===== src/rtl/pulse_pkg.sv =====
// Shared types and defaults for the pulse rate counter block.
package pulse_pkg;

    typedef enum logic [1:0] {
        IDLE  = 2'd0,
        COUNT = 2'd1,
        HOLD  = 2'd2
    } state_t;

    localparam int unsigned CNT_W_DEF          = 8;
    localparam int unsigned WIN_CYCLES_DEF     = 1000;
    localparam int unsigned REFRACT_CYCLES_DEF = 20;
    localparam int unsigned ONESHOT_DEF        = 0;

    // Bits needed to hold values 0..n-1, never less than one bit.
    function automatic int unsigned min_bits(input int unsigned n);
        return (n <= 1) ? 1 : $clog2(n);
    endfunction

endpackage


===== src/rtl/pulse_edge_filter.sv =====
// Synchronises the raw pulse pin, detects rising edges and enforces a
// refractory lockout so that bounce after a beat is not counted again.
module pulse_edge_filter
    import pulse_pkg::*;
#(
    parameter int unsigned REFRACT_CYCLES = REFRACT_CYCLES_DEF
) (
    input  logic clk,
    input  logic clr,
    input  logic pulse_in,
    output logic edge_acc
);

    localparam int unsigned         LOCK_W    = min_bits(REFRACT_CYCLES + 1);
    localparam logic [LOCK_W-1:0]   LOCK_LOAD = LOCK_W'(REFRACT_CYCLES);

    logic              s1, s2, s3;
    logic              edge_raw;
    logic [LOCK_W-1:0] lock;

    // Three-flop chain: s1/s2 resolve metastability, s3 gives the edge reference.
    always_ff @(posedge clk) begin
        if (clr) begin
            s1 <= 1'b0;
            s2 <= 1'b0;
            s3 <= 1'b0;
        end else begin
            s1 <= pulse_in;
            s2 <= s1;
            s3 <= s2;
        end
    end

    // Rising edge is accepted only once the lockout has expired.
    always_comb begin
        edge_raw = s2 & ~s3;
        edge_acc = edge_raw & (lock == '0);
    end

    // Lockout reloads on every accepted edge and counts down to zero.
    always_ff @(posedge clk) begin
        if (clr) begin
            lock <= '0;
        end else if (edge_acc) begin
            lock <= LOCK_LOAD;
        end else if (lock != '0) begin
            lock <= lock - 1'b1;
        end
    end

endmodule


===== src/rtl/pulse_rate_counter.sv =====
// Counts filtered pulse edges over fixed windows and publishes a held
// per-window count with a one-cycle valid strobe and a saturation flag.
module pulse_rate_counter
    import pulse_pkg::*;
#(
    parameter int unsigned CNT_W          = CNT_W_DEF,
    parameter int unsigned WIN_CYCLES     = WIN_CYCLES_DEF,
    parameter int unsigned REFRACT_CYCLES = REFRACT_CYCLES_DEF,
    parameter int unsigned ONESHOT        = ONESHOT_DEF
) (
    input  logic             clk,
    input  logic             clr,
    input  logic             enb,
    input  logic             pulse_in,
    output logic [CNT_W-1:0] live_q,
    output logic [CNT_W-1:0] rate_q,
    output logic             rate_valid,
    output logic             rate_ovf,
    output logic             busy
);

    localparam int unsigned        WIN_W    = min_bits(WIN_CYCLES);
    localparam logic [WIN_W-1:0]   WIN_LAST = WIN_W'(WIN_CYCLES - 1);

    state_t             state, state_nxt;
    logic [WIN_W-1:0]   win_cnt;
    logic               sat;
    logic               edge_acc;
    logic [CNT_W-1:0]   live_inc;
    logic               sat_inc;
    logic               start, abort_win, close_win;

    pulse_edge_filter #(
        .REFRACT_CYCLES (REFRACT_CYCLES)
    ) u_filter (
        .clk      (clk),
        .clr      (clr),
        .pulse_in (pulse_in),
        .edge_acc (edge_acc)
    );

    // Saturating increment of the running count, including this cycle's edge.
    always_comb begin
        live_inc = live_q;
        sat_inc  = sat;
        if (edge_acc) begin
            if (live_q == '1) begin
                sat_inc = 1'b1;
            end else begin
                live_inc = live_q + 1'b1;
            end
        end
    end

    // Next-state and window control decode.
    always_comb begin
        state_nxt = state;
        start     = 1'b0;
        abort_win = 1'b0;
        close_win = 1'b0;
        busy      = 1'b0;
        unique case (state)
            IDLE: begin
                if (enb) begin
                    state_nxt = COUNT;
                    start     = 1'b1;
                end
            end
            COUNT: begin
                busy = 1'b1;
                if (!enb) begin
                    state_nxt = IDLE;
                    abort_win = 1'b1;
                end else if (win_cnt == WIN_LAST) begin
                    close_win = 1'b1;
                    state_nxt = (ONESHOT != 0) ? HOLD : COUNT;
                end
            end
            HOLD: begin
                if (!enb) begin
                    state_nxt = IDLE;
                end
            end
            default: state_nxt = IDLE;
        endcase
    end

    // State register.
    always_ff @(posedge clk) begin
        if (clr) begin
            state <= IDLE;
        end else begin
            state <= state_nxt;
        end
    end

    // Window counter, running count and published result registers.
    always_ff @(posedge clk) begin
        if (clr) begin
            win_cnt    <= '0;
            live_q     <= '0;
            sat        <= 1'b0;
            rate_q     <= '0;
            rate_ovf   <= 1'b0;
            rate_valid <= 1'b0;
        end else begin
            rate_valid <= 1'b0;
            if (start || abort_win) begin
                win_cnt <= '0;
                live_q  <= '0;
                sat     <= 1'b0;
            end else if (close_win) begin
                rate_q     <= live_inc;
                rate_ovf   <= sat_inc;
                rate_valid <= 1'b1;
                win_cnt    <= '0;
                live_q     <= '0;
                sat        <= 1'b0;
            end else if (state == COUNT) begin
                win_cnt <= win_cnt + 1'b1;
                live_q  <= live_inc;
                sat     <= sat_inc;
            end
        end
    end

endmodule


===== config.mk =====
export PLATFORM = sky130hd
export DESIGN_NAME = pulse_rate_counter
export DESIGN_NICKNAME = d
export VERILOG_FILES = /design/src/rtl/pulse_pkg.sv /design/src/rtl/pulse_edge_filter.sv /design/src/rtl/pulse_rate_counter.sv
export SDC_FILE = /design/constraint.sdc
export NUM_CORES = 1
export LEC_CHECK = 0
export BUFFER_PORTS_ARGS = -buffer_cell sky130_fd_sc_hd__buf_4
export CAP_MARGIN = 20
export CORE_ASPECT_RATIO = 0.7
export CORE_UTILIZATION = 40
export CTS_CLUSTER_DIAMETER = 200
export DETAILED_ROUTE_END_ITERATION = 8
export GPL_TIMING_DRIVEN = 0
export PLACE_DENSITY = 0.6
export RECOVER_POWER = 50
export SLEW_MARGIN = 20
export SYNTH_ARGS = -nofsm -noshare
export SYNTH_HDL_FRONTEND = slang
export SYNTH_SLANG_ARGS = --single-unit

===== constraint.sdc =====
create_clock -name clk -period 5.3 [get_ports clk]
set_input_delay 0.795 -clock clk [delete_from_list [all_inputs] [get_ports clk]]
set_output_delay 0.795 -clock clk [all_outputs]
set_load 0.01 [all_outputs]

## After elaboration in Yosys (flattened, before gate mapping)

Index checks and enable logic that the tools add are counted.

| word-level totals | value |
|---|---|
| bits in registers | 39 |
| input bits | 4 |
| output and inout bits | 19 |
| logic and storage cells | 56 |

| operators by class | value |
|---|---|
| $add $sub $neg | 3 |
| eq/ne operators | 7 |
| multiplexer cells | 20 |
| bitwise operators | 4 |
| reductions and logical operators | 10 |

Operators with widths:

| kind | number |
|---|---|
| $mux 8 | 2 |
| $mux 1 | 11 |
| $add 10x1->10 const B | 1 |
| $eq 10x10->1 const B | 1 |
| $mux 5 | 2 |
| $add 8x1->8 const B | 1 |
| $eq 8x8->1 const B | 1 |
| $mux 2 | 4 |
| $pmux 2 s3 | 1 |
| $logic_not 5->1 | 1 |
| $reduce_bool 5->1 | 1 |
| $sub 5x1->5 const B | 1 |
| $ne 2x2->1 const B | 2 |
| $reduce_or 2->1 | 2 |
| $ne 3x3->1 const B | 1 |
| $reduce_and 3->1 | 1 |
| $reduce_or 3->1 | 1 |
| $and 1x1->1 | 2 |
| $eq 2x1->1 const B | 1 |
| $eq 2x2->1 const B | 1 |
| $logic_not 2->1 | 1 |
| $not 1->1 | 2 |
| $reduce_and 2->1 | 1 |
| $reduce_bool 2->1 | 1 |
| $logic_or 1x1->1 | 1 |

## Depth between registers and ports, before layout

Gate-level depths: netlist of run 1.

| depth | value |
|---|---|
| depth in word-level cells | 5 |
| gate-level depth with buffers | 7 |
| depth with buffers taken out | 6 |

## Modules after synthesis

A second synthesis of run 1 with hierarchy kept.

| unflattened totals | value |
|---|---|
| cell total of the unflattened synthesis | 206 |
| area total of the unflattened synthesis | 1,841.8 sq um |

Modules (own cells, without submodules):

| module | times used | cells each | area each (sq um) | seq. area each (sq um) |
|---|---|---|---|---|
| pulse_rate_counter | 1 | 171 | 1,506.4 | 600.6 |
| pulse_edge_filter | 1 | 35 | 335.3 | 160.2 |

## Worst setup path after synthesis of run 1

OpenSTA, ideal clock, no wires.

| path | value |
|---|---|
| path kind | input-to-reg |
| start | in enb |
| end | reg rate_q[6] |
| setup time | 0.071 ns |
| data arrival time | 1.908 ns |
| data required time | 5.229 ns |
| slack | 3.321 ns |
| stages on the path | 6 |
| path buffers | 0 |
| cells stage by stage | inv_1 > ha_1 > nand3_1 > nor4_1 > o311ai_1 > a21oi_1 |

| on the way | value |
|---|---|
| cells in the longest elaborated chain, start to end | 5 |
| elaborated cells between the ends (all ways) | 9 |
| those cells by class | 6 x mux; 1 x bitwise; 2 x reduce/logical |

RTL lines:

| item | RTL line | text |
|---|---|---|
| start, declared | pulse_rate_counter.sv:13 | `input logic enb,` |
| $mux 1 (on tied branches) | pulse_rate_counter.sv:64, pulse_rate_counter.sv:71 |  |
| $mux 1 | pulse_rate_counter.sv:62 | `unique case (state)` |
| $logic_or 1x1->1 | pulse_rate_counter.sv:108 | `if (start \|\| abort_win) begin` |
| $not 1->1 (no line) | n/a |  |
| $reduce_and 2->1 (no line) * | n/a |  |
| end signal, assigned | pulse_rate_counter.sv:113 | `rate_q <= live_inc;` |
| end, declared | pulse_rate_counter.sv:16 | `output logic [CNT_W-1:0] rate_q,` |

Mark *: on every way between the ends. The rest lies on a longest branch, timed or not.
A chain may end at the register's enable or synchronous reset.

## Worst setup path after layout of run 1

| path | value |
|---|---|
| start | reg u_filter.lock[0] |
| end | reg live_q[2] |

| on the way | value |
|---|---|
| cells in the longest elaborated chain, start to end | 3 |

RTL lines:

| item | RTL line | text |
|---|---|---|
| start, declared | pulse_edge_filter.sv:19 | `logic [LOCK_W-1:0] lock;` |
| start signal, assigned | pulse_edge_filter.sv:47 | `lock <= lock - 1'b1;` |
| $logic_not 5->1 | pulse_edge_filter.sv:37 | `edge_acc = edge_raw & (lock == '0);` |
| $and 1x1->1 | pulse_edge_filter.sv:37 |  |
| $mux 8 | pulse_rate_counter.sv:46 | `if (edge_acc) begin` |
| end signal, assigned | pulse_rate_counter.sv:121 | `live_q <= live_inc;` |
| end, declared | pulse_rate_counter.sv:15 | `output logic [CNT_W-1:0] live_q,` |

Every way passes these cells.

==> results of run 1 <==
where the power goes:
part	internal, mW	switching [mW]
logic	0.0487	0.0757
clock network	0.100	0.0941
registers	0.302	0.0161
total	0.451	0.186
routing by layer:
metal	vias to the layer above	track usage [%]
li1	775	-
met1	680	32.1
met2	44	23.0
met3	5	5.04
met4	0	6.02
met5	-	0
layout by cell type (no fill, tap or decap), types with 7 or more instances in the layout:
master | netlist | routed
a21oi_1 | 9 | 9
clkbuf_1 | 5 | 25
dfxtp_1 | 38 | 38
inv_1 | 8 | 8
mux2i_1 | 7 | 7
nand2_1 | 9 | 9
nor2_1 | 26 | 26
nor2b_1 | 10 | 10
nor3_1 | 9 | 9
o21ai_0 | 7 | 7
xnor2_1 | 8 | 8
cell usage after synthesis, drive strengths merged:
| cell type | number |
|---|---|
| dfxtp | 38 |
| nor2 | 26 |
| nor2b | 10 |
| a21oi | 9 |
| nand2 | 9 |
| nor3 | 9 |
| inv | 8 |
| xnor2 | 8 |
| mux2i | 7 |
| o21ai | 7 |
| xor2 | 6 |
| clkbuf | 5 |
| nand3 | 5 |
| nand4 | 5 |
| nor4 | 5 |
| a31oi | 4 |
| ha | 4 |
| or3 | 4 |
| a211oi | 3 |
| a2bb2oi | 3 |
| and2 | 3 |
| buf | 3 |
| and3 | 2 |
| nand2b | 2 |
| o31ai | 2 |
| a2111oi | 1 |
| a311oi | 1 |
| and4 | 1 |
| and4b | 1 |
| nand4b | 1 |
| nand4bb | 1 |
| nor3b | 1 |
| nor4b | 1 |
| o2111ai | 1 |
| o211ai | 1 |
| o21bai | 1 |
| o311ai | 1 |
| o31a | 1 |
| or2 | 1 |
| or4b | 1 |
sequential cells by signal, indices dropped and copies added (netlist names):
name,count
u_filter.s1,1
u_filter.s3,1
u_filter.lock,5
live_q,8
sat,1
u_filter.s2,1
rate_valid,1
state,1
win_cnt,10
rate_q,8
rate_ovf,1
critical path: cells and delay by family, from the launching register on:
kind,cells,cell delay (ns)
adders and majority gates,1,0.22
and+or+nand+nor,2,1.46
DFF,1,0.31
AOI/OAI and AO/OA,2,0.70
buffers and inverters,1,0.09
cell type report:
| cell class | instances | share of cell area, % |
|---|---|---|
| multi-input combinational | 148 | 47.4 |
| inverter | 8 | 1.50 |
| tap | 52 | 3.24 |
| clock buffer | 6 | 4.11 |
| sequential | 38 | 37.9 |
| timing repair buffer | 21 | 4.30 |
| buffer | 8 | 1.62 |
kinds of logic (layout without fill, tap and decap cells):
group | Yosys count | after routing | synth area share, %
xor gates and xnor gates | 14 | 14 | 6.85
muxes | 7 | 7 | 3.91
buffers and inverters | 16 | 43 | 3.56
AOI/OAI and AO/OA | 35 | 35 | 13.0
and+or+nand+nor | 88 | 88 | 27.4
adders and majority gates | 4 | 4 | 2.80
DFF | 38 | 38 | 42.5
how the worst min path moves through the flow:
stage,endpoint,slack [ns]
6_report,u_filter.s2$_SDFF_PP0_,0.44
5_1_grt,u_filter.s2$_SDFF_PP0_,0.46
4_1_cts,u_filter.s2$_SDFF_PP0_,0.44
3_5_place_dp,u_filter.s2$_SDFF_PP0_,0.43
3_3_place_gp,u_filter.s2$_SDFF_PP0_,0.42
2_1_floorplan,u_filter.s2$_SDFF_PP0_,0.41
stage by stage:
stage          hold WS [ns]  cells
6_report              0.438    281
5_1_grt               0.458    281
4_1_cts               0.443    281
3_5_place_dp          0.427    275
3_3_place_gp          0.417    275
2_1_floorplan         0.414    202
==> reports/qor.yml, run 1 <==
sta:
  final.setup_skew_ns: 0.00573
  setup_slack_ns: 2.45
  slew-limit-headroom_pct: 16.6
  grt_setup_unrepaired: "false"
  tightestPinTransition_ns: 1.23
  fmax_mhz: 351
  period_share_pct: 53.8
  slew_violations: 0
  fin_setup_tns_ns: 0
  min_period_ns: 2.85
  setup_violations: 0
  hold_viol_final: 0
route:
  vias: 1504
  highest_layer: "met4"
  met2WireLength_um: 1550
  dr_wl_met3_um: 255
  vias_per_cell: 5.35
  wl_met1_um: 2310
  drtAntennaViolNets: 0
  drtPass1Iterations: 4
  wl_per_cell_um: 14.8
  drt-initial-drc-count: 61
  drt_wl_total_um: 4160
  drc: 0
clock_network:
  h-tree-depth: 2
  clockRootBuffer: "clkbuf_8"
  post-cts-setup-buffer-count: 0
  cts_tree: "done"
  cts_hold_buf: 0
  cts_resized: 0
  cts_buffer_depth: 2
  cts_buffers: 5
  clk_pin_slew_worst_paths_ns: 0.07
  clock_sinks: 38
  clock_latency_ns: 0.28
setup_path:
  cp_slowest_stage_delay_ns: 1.00
  critPathMaxFanout: 7
  endpoint_kind: "flip-flop"
  crit_chain: "inv_1 -> ha_1 -> nor4b_1 -> o2111ai_1 -> or3_1 -> a21oi_1"
  r2r_start: "u_filter.lock[0]$_SDFFE_PP0N_"
  r2r_slack_ns: 2.45
  worstReg2RegEnd: "live_q[2]$_SDFFE_PP0P_"
  start_kind: "flip-flop"
  crit_start: "u_filter.lock[0]$_SDFFE_PP0N_"
  cp-endpoint: "live_q[2]$_SDFFE_PP0P_"
  worstRegToRegCells: 6
  critical_path_class: "flip-flop to flip-flop"
  crit_required_ns: 5.51
  cpMaxStageDelayCell: "nor4b_1"
  critical_path_arrival_ns: 3.07
global_routing:
  grt_overflow: 0
  grt_antenna_before_repair: 0
  grt_max_degree: 11
  grt_pass1_vias: 1255
  grt.total_usage_pct: 19.4
  grt_pass1_wl_um: 6710
yosys:
  synthesis.nets: 210
  yosys.area.top_type: "dfxtp_1"
  synth_top_area_share_pct: 42.5
  ys_seq_area_share_pct: 42.5
  avgSynthCellArea_sq_um: 8.86
  syn_area_sq_um: 1790
  ys_ff_latch: 38
  ys_types: 41
  syn_inst: 202
  ys_top_cells_by_area: "dfxtp_1 (42%), nor2_1 (5.5%), mux2i_1 (3.9%)"
  yosysWarnings: 0
power_and_ir_drop:
  p_per_area_nw_per_um2: 317
  power.leakage_nw: 0.655
  power.total_mw: 0.637
  irDropWorstVdd_mv: 0.192
place:
  globalplace.congestion: 0.784
  port-buffer-count: 21
  hpwl_um: 3020
  pre_cts_ws_ns: 2.81
  place_area_sq_um: 2010
final_layout:
  seq_area_sq_um: 761
  drive_gt1_share_pct: 5.68
  fin_nets: 238
  diodes: 0
  fin_area_sq_um: 2010
  fill_cells: 411
  multi_input_area_sq_um: 951
  area_growth_pct: 12.2
  finish.utilization_pct: 48.8
floorplanning:
  die_w_um: 82.0
  core_area_sq_um: 4110
  die_h_um: 58.0
  num_io_pins: 23
  dieArea_sq_um: 4750
  start_util_pct: 43.5
  rows: 19
min_path:
  whs_path_depth: 1
  hp-class: "flip-flop to flip-flop"
  hp-start: "u_filter.s1$_SDFF_PP0_"
status:
  status: "finished clean"
flow_run:
  drv_cap: 0
No activity file was read; power rests on OpenSTA's default activity.
==> inputs of run 2 (changes only) <==
--- a/config.mk
+++ b/config.mk
@@ -12,7 +12,7 @@
 export CTS_CLUSTER_DIAMETER = 200
 export DETAILED_ROUTE_END_ITERATION = 8
 export GPL_TIMING_DRIVEN = 0
-export PLACE_DENSITY = 0.6
+export PLACE_DENSITY = 0.62
 export RECOVER_POWER = 50
 export SLEW_MARGIN = 20
 export SYNTH_ARGS = -nofsm -noshare
==> constraint.sdc (replaced) <==
create_clock -name clk -period 2.6 [get_ports clk]
set_input_delay 0.39 -clock clk [delete_from_list [all_inputs] [get_ports clk]]
set_output_delay 0.39 -clock clk [all_outputs]
set_load 0.01 [all_outputs]
==> run 2 against run 1 <==
Effect of this change:
- clock skew decreased by 0.0017 ns
- non-clock buffer count unchanged
- combinational power increased by 110%
- critical endpoint is now rate_q[2]$_SDFFE_PP0P_
- highest routed layer unchanged
==> reports/qor.yml, run 2 (synthesis results as in run 1) <==
status:
  status: "finished clean"
clock_network:
  h-tree-depth: 2  # unchanged
  clock_latency_ns: 0.29  # about the same
  post-cts-setup-buffer-count: 0  # unchanged
  cts_tree: "done"
  cts_hold_buf: 0  # unchanged
  clockRootBuffer: "clkbuf_8"
  cts_buffers: 5  # unchanged
  clock_sinks: 38  # unchanged
  cts_buffer_depth: 2  # unchanged
  clk_pin_slew_worst_paths_ns: 0.07  # about the same
  cts_resized: 0  # unchanged
final_layout:
  diodes: 0  # unchanged
  drive_gt1_share_pct: 6.49  # +0.82 points
  area_growth_pct: 13.5
  final_cell_mix: "dfxtp_1 (38), clkbuf_1 (26), nor2_1 (26)"
  largest-register: "win_cnt"
  final_common_cell: "dfxtp_1"
  fin_area_sq_um: 2030  # +1.2%
  reg.largest.list: "win_cnt: 10 flops, live_q: 8 flops, rate_q: 8 flops"
  fin_nets: 238  # unchanged
  largest_reg_flops: 10  # unchanged
  fill_cells: 402  # -2.2%
setup_path:
  cpMaxStageDelayCell: "nor4_1"
  critical_path_arrival_ns: 2.54  # -0.53 ns
  cp_slowest_stage_delay_ns: 0.64  # -0.36 ns
  path_buf_inv: 1  # unchanged
  crit_required_ns: 2.74  # -2.77 ns
  endpoint_kind: "flip-flop"
  critical_path_class: "flip-flop to flip-flop"
  cp_top_family: "simple AND/OR/NAND/NOR gates"
  crit_chain: "ha_1 -> nand4bb_1 -> nor4_1 -> and2_1 -> clkbuf_1 -> a31oi_1"
  critPathMaxFanout: 8  # +1
  start_kind: "flip-flop"
place:
  pre_cts_ws_ns: 0.259  # -2.56 ns
  port-buffer-count: 21  # unchanged
  place_area_sq_um: 2010  # unchanged
  globalplace.congestion: 0.795  # +1.5%
  hpwl_um: 2930  # -2.9%
route:
  wl_per_cell_um: 14.3  # -3.5%
  drt_wl_total_um: 4040  # -2.8%
  drtAntennaViolNets: 0  # unchanged
  vias: 1497  # -0.47%
  drc: 0  # unchanged
  drt-initial-drc-count: 85  # +39%
  vias_per_cell: 5.29  # -1.2%
  drtPass1Iterations: 4  # unchanged
global_routing:
  grt_overflow: 0  # unchanged
  met3_usage_pct: 5.35  # +0.31 points
  grt_antenna_before_repair: 0  # unchanged
  grt_pass1_wl_um: 6790  # +1.1%
  busiest_layer: "met1"
  use_met2_pct: 22.9  # -0.12 points
  grt_max_degree: 12  # +1
  met1_usage_pct: 32.4  # +0.29 points
  grt_pass1_vias: 1328  # +5.8%
  grt.total_usage_pct: 19.3  # -0.047 points
sta:
  hold_ws_ns: 0.314  # -0.124 ns
  hold_viol_final: 0  # unchanged
  fin_setup_tns_ns: 0  # unchanged
  setup_violations: 0  # unchanged
  fmax_mhz: 418  # +19%
  setup_slack_ns: 0.205  # -2.24 ns
  slew-limit-headroom_pct: 34.2  # +18 points
  min_period_ns: 2.39  # -0.458 ns
  final.setup_skew_ns: 0.00400  # -0.00174 ns
  slew_violations: 0  # unchanged
  grt_setup_unrepaired: "false"
  period_share_pct: 92.1  # +38 points
  tightestPinTransition_ns: 0.979  # -0.255 ns
floorplanning:
  start_util_pct: 43.5  # unchanged
  die_h_um: 58.0  # unchanged
  rows: 19  # unchanged
  die_w_um: 82.0  # unchanged
  core_area_sq_um: 4110  # unchanged
  num_io_pins: 23  # unchanged
  dieArea_sq_um: 4750  # unchanged
power_and_ir_drop:
  p_per_area_nw_per_um2: 657  # +110%
  irDropWorstVdd_mv: 0.431  # +120%
  power.leakage_nw: 0.667  # +1.9%
flow_run:
  drv_cap: 0  # unchanged
min_path:
  hp-class: "input port to flip-flop"
## run 2: cell count changes in the layout (fill, tap and decap cells not counted), sizes merged
cell / change
clkinv: +1
clkbuf: +1
## run 2: stage by stage
| step | util, % | total power [mW] | cells |
|---|---|---|---|
| floorplan | - | 0.877 | 202 |
| global placement | 49.0 | 0.935 | 275 |
| detailed placement | 49.0 | 0.936 | 275 |
| CTS | 51.2 | 1.35 | 283 |
| global route | 49.4 | 1.42 | 283 |
| finish | 49.4 | 1.34 | 283 |
## run 2: layout make-up
class | instances | area [sq um] | area share, %
multi-input combinational | 148 | 966 | 47.5
sequential | 38 | 761 | 37.4
clock buffer | 7 | 86.3 | 4.25
timing repair buffer | 21 | 86.3 | 4.25
tap | 52 | 65.1 | 3.20
buffer | 8 | 32.5 | 1.60
inverter | 8 | 30.0 | 1.48
clock inverter | 1 | 5.00 | 0.246
## run 2: final timing paths
path,startpoint,endpoint,slack (ns),cells past startpoint
max,win_cnt[0]$_SDFFE_PP0P_,rate_q[2]$_SDFFE_PP0P_,0.21,6
min,pulse_in,u_filter.s1$_SDFF_PP0_,0.31,2
max reg2reg,win_cnt[0]$_SDFFE_PP0P_,rate_q[2]$_SDFFE_PP0P_,0.21,6
min reg2reg,u_filter.s1$_SDFF_PP0_,u_filter.s2$_SDFF_PP0_,0.45,1
## run 2: power by group
| part | leakage (nW) | internal, mW | switching, mW |
|---|---|---|---|
| logic | 0.311 | 0.114 | 0.150 |
| clock network | 0.0482 | 0.214 | 0.201 |
| registers | 0.308 | 0.616 | 0.0394 |
## run 2: metal layers
layer / share of wire, % / wire length, um
met2: 38 / 1530
met4: 0.72 / 29
met1: 58 / 2350
met3: 3.5 / 140
met5: 0 / 0
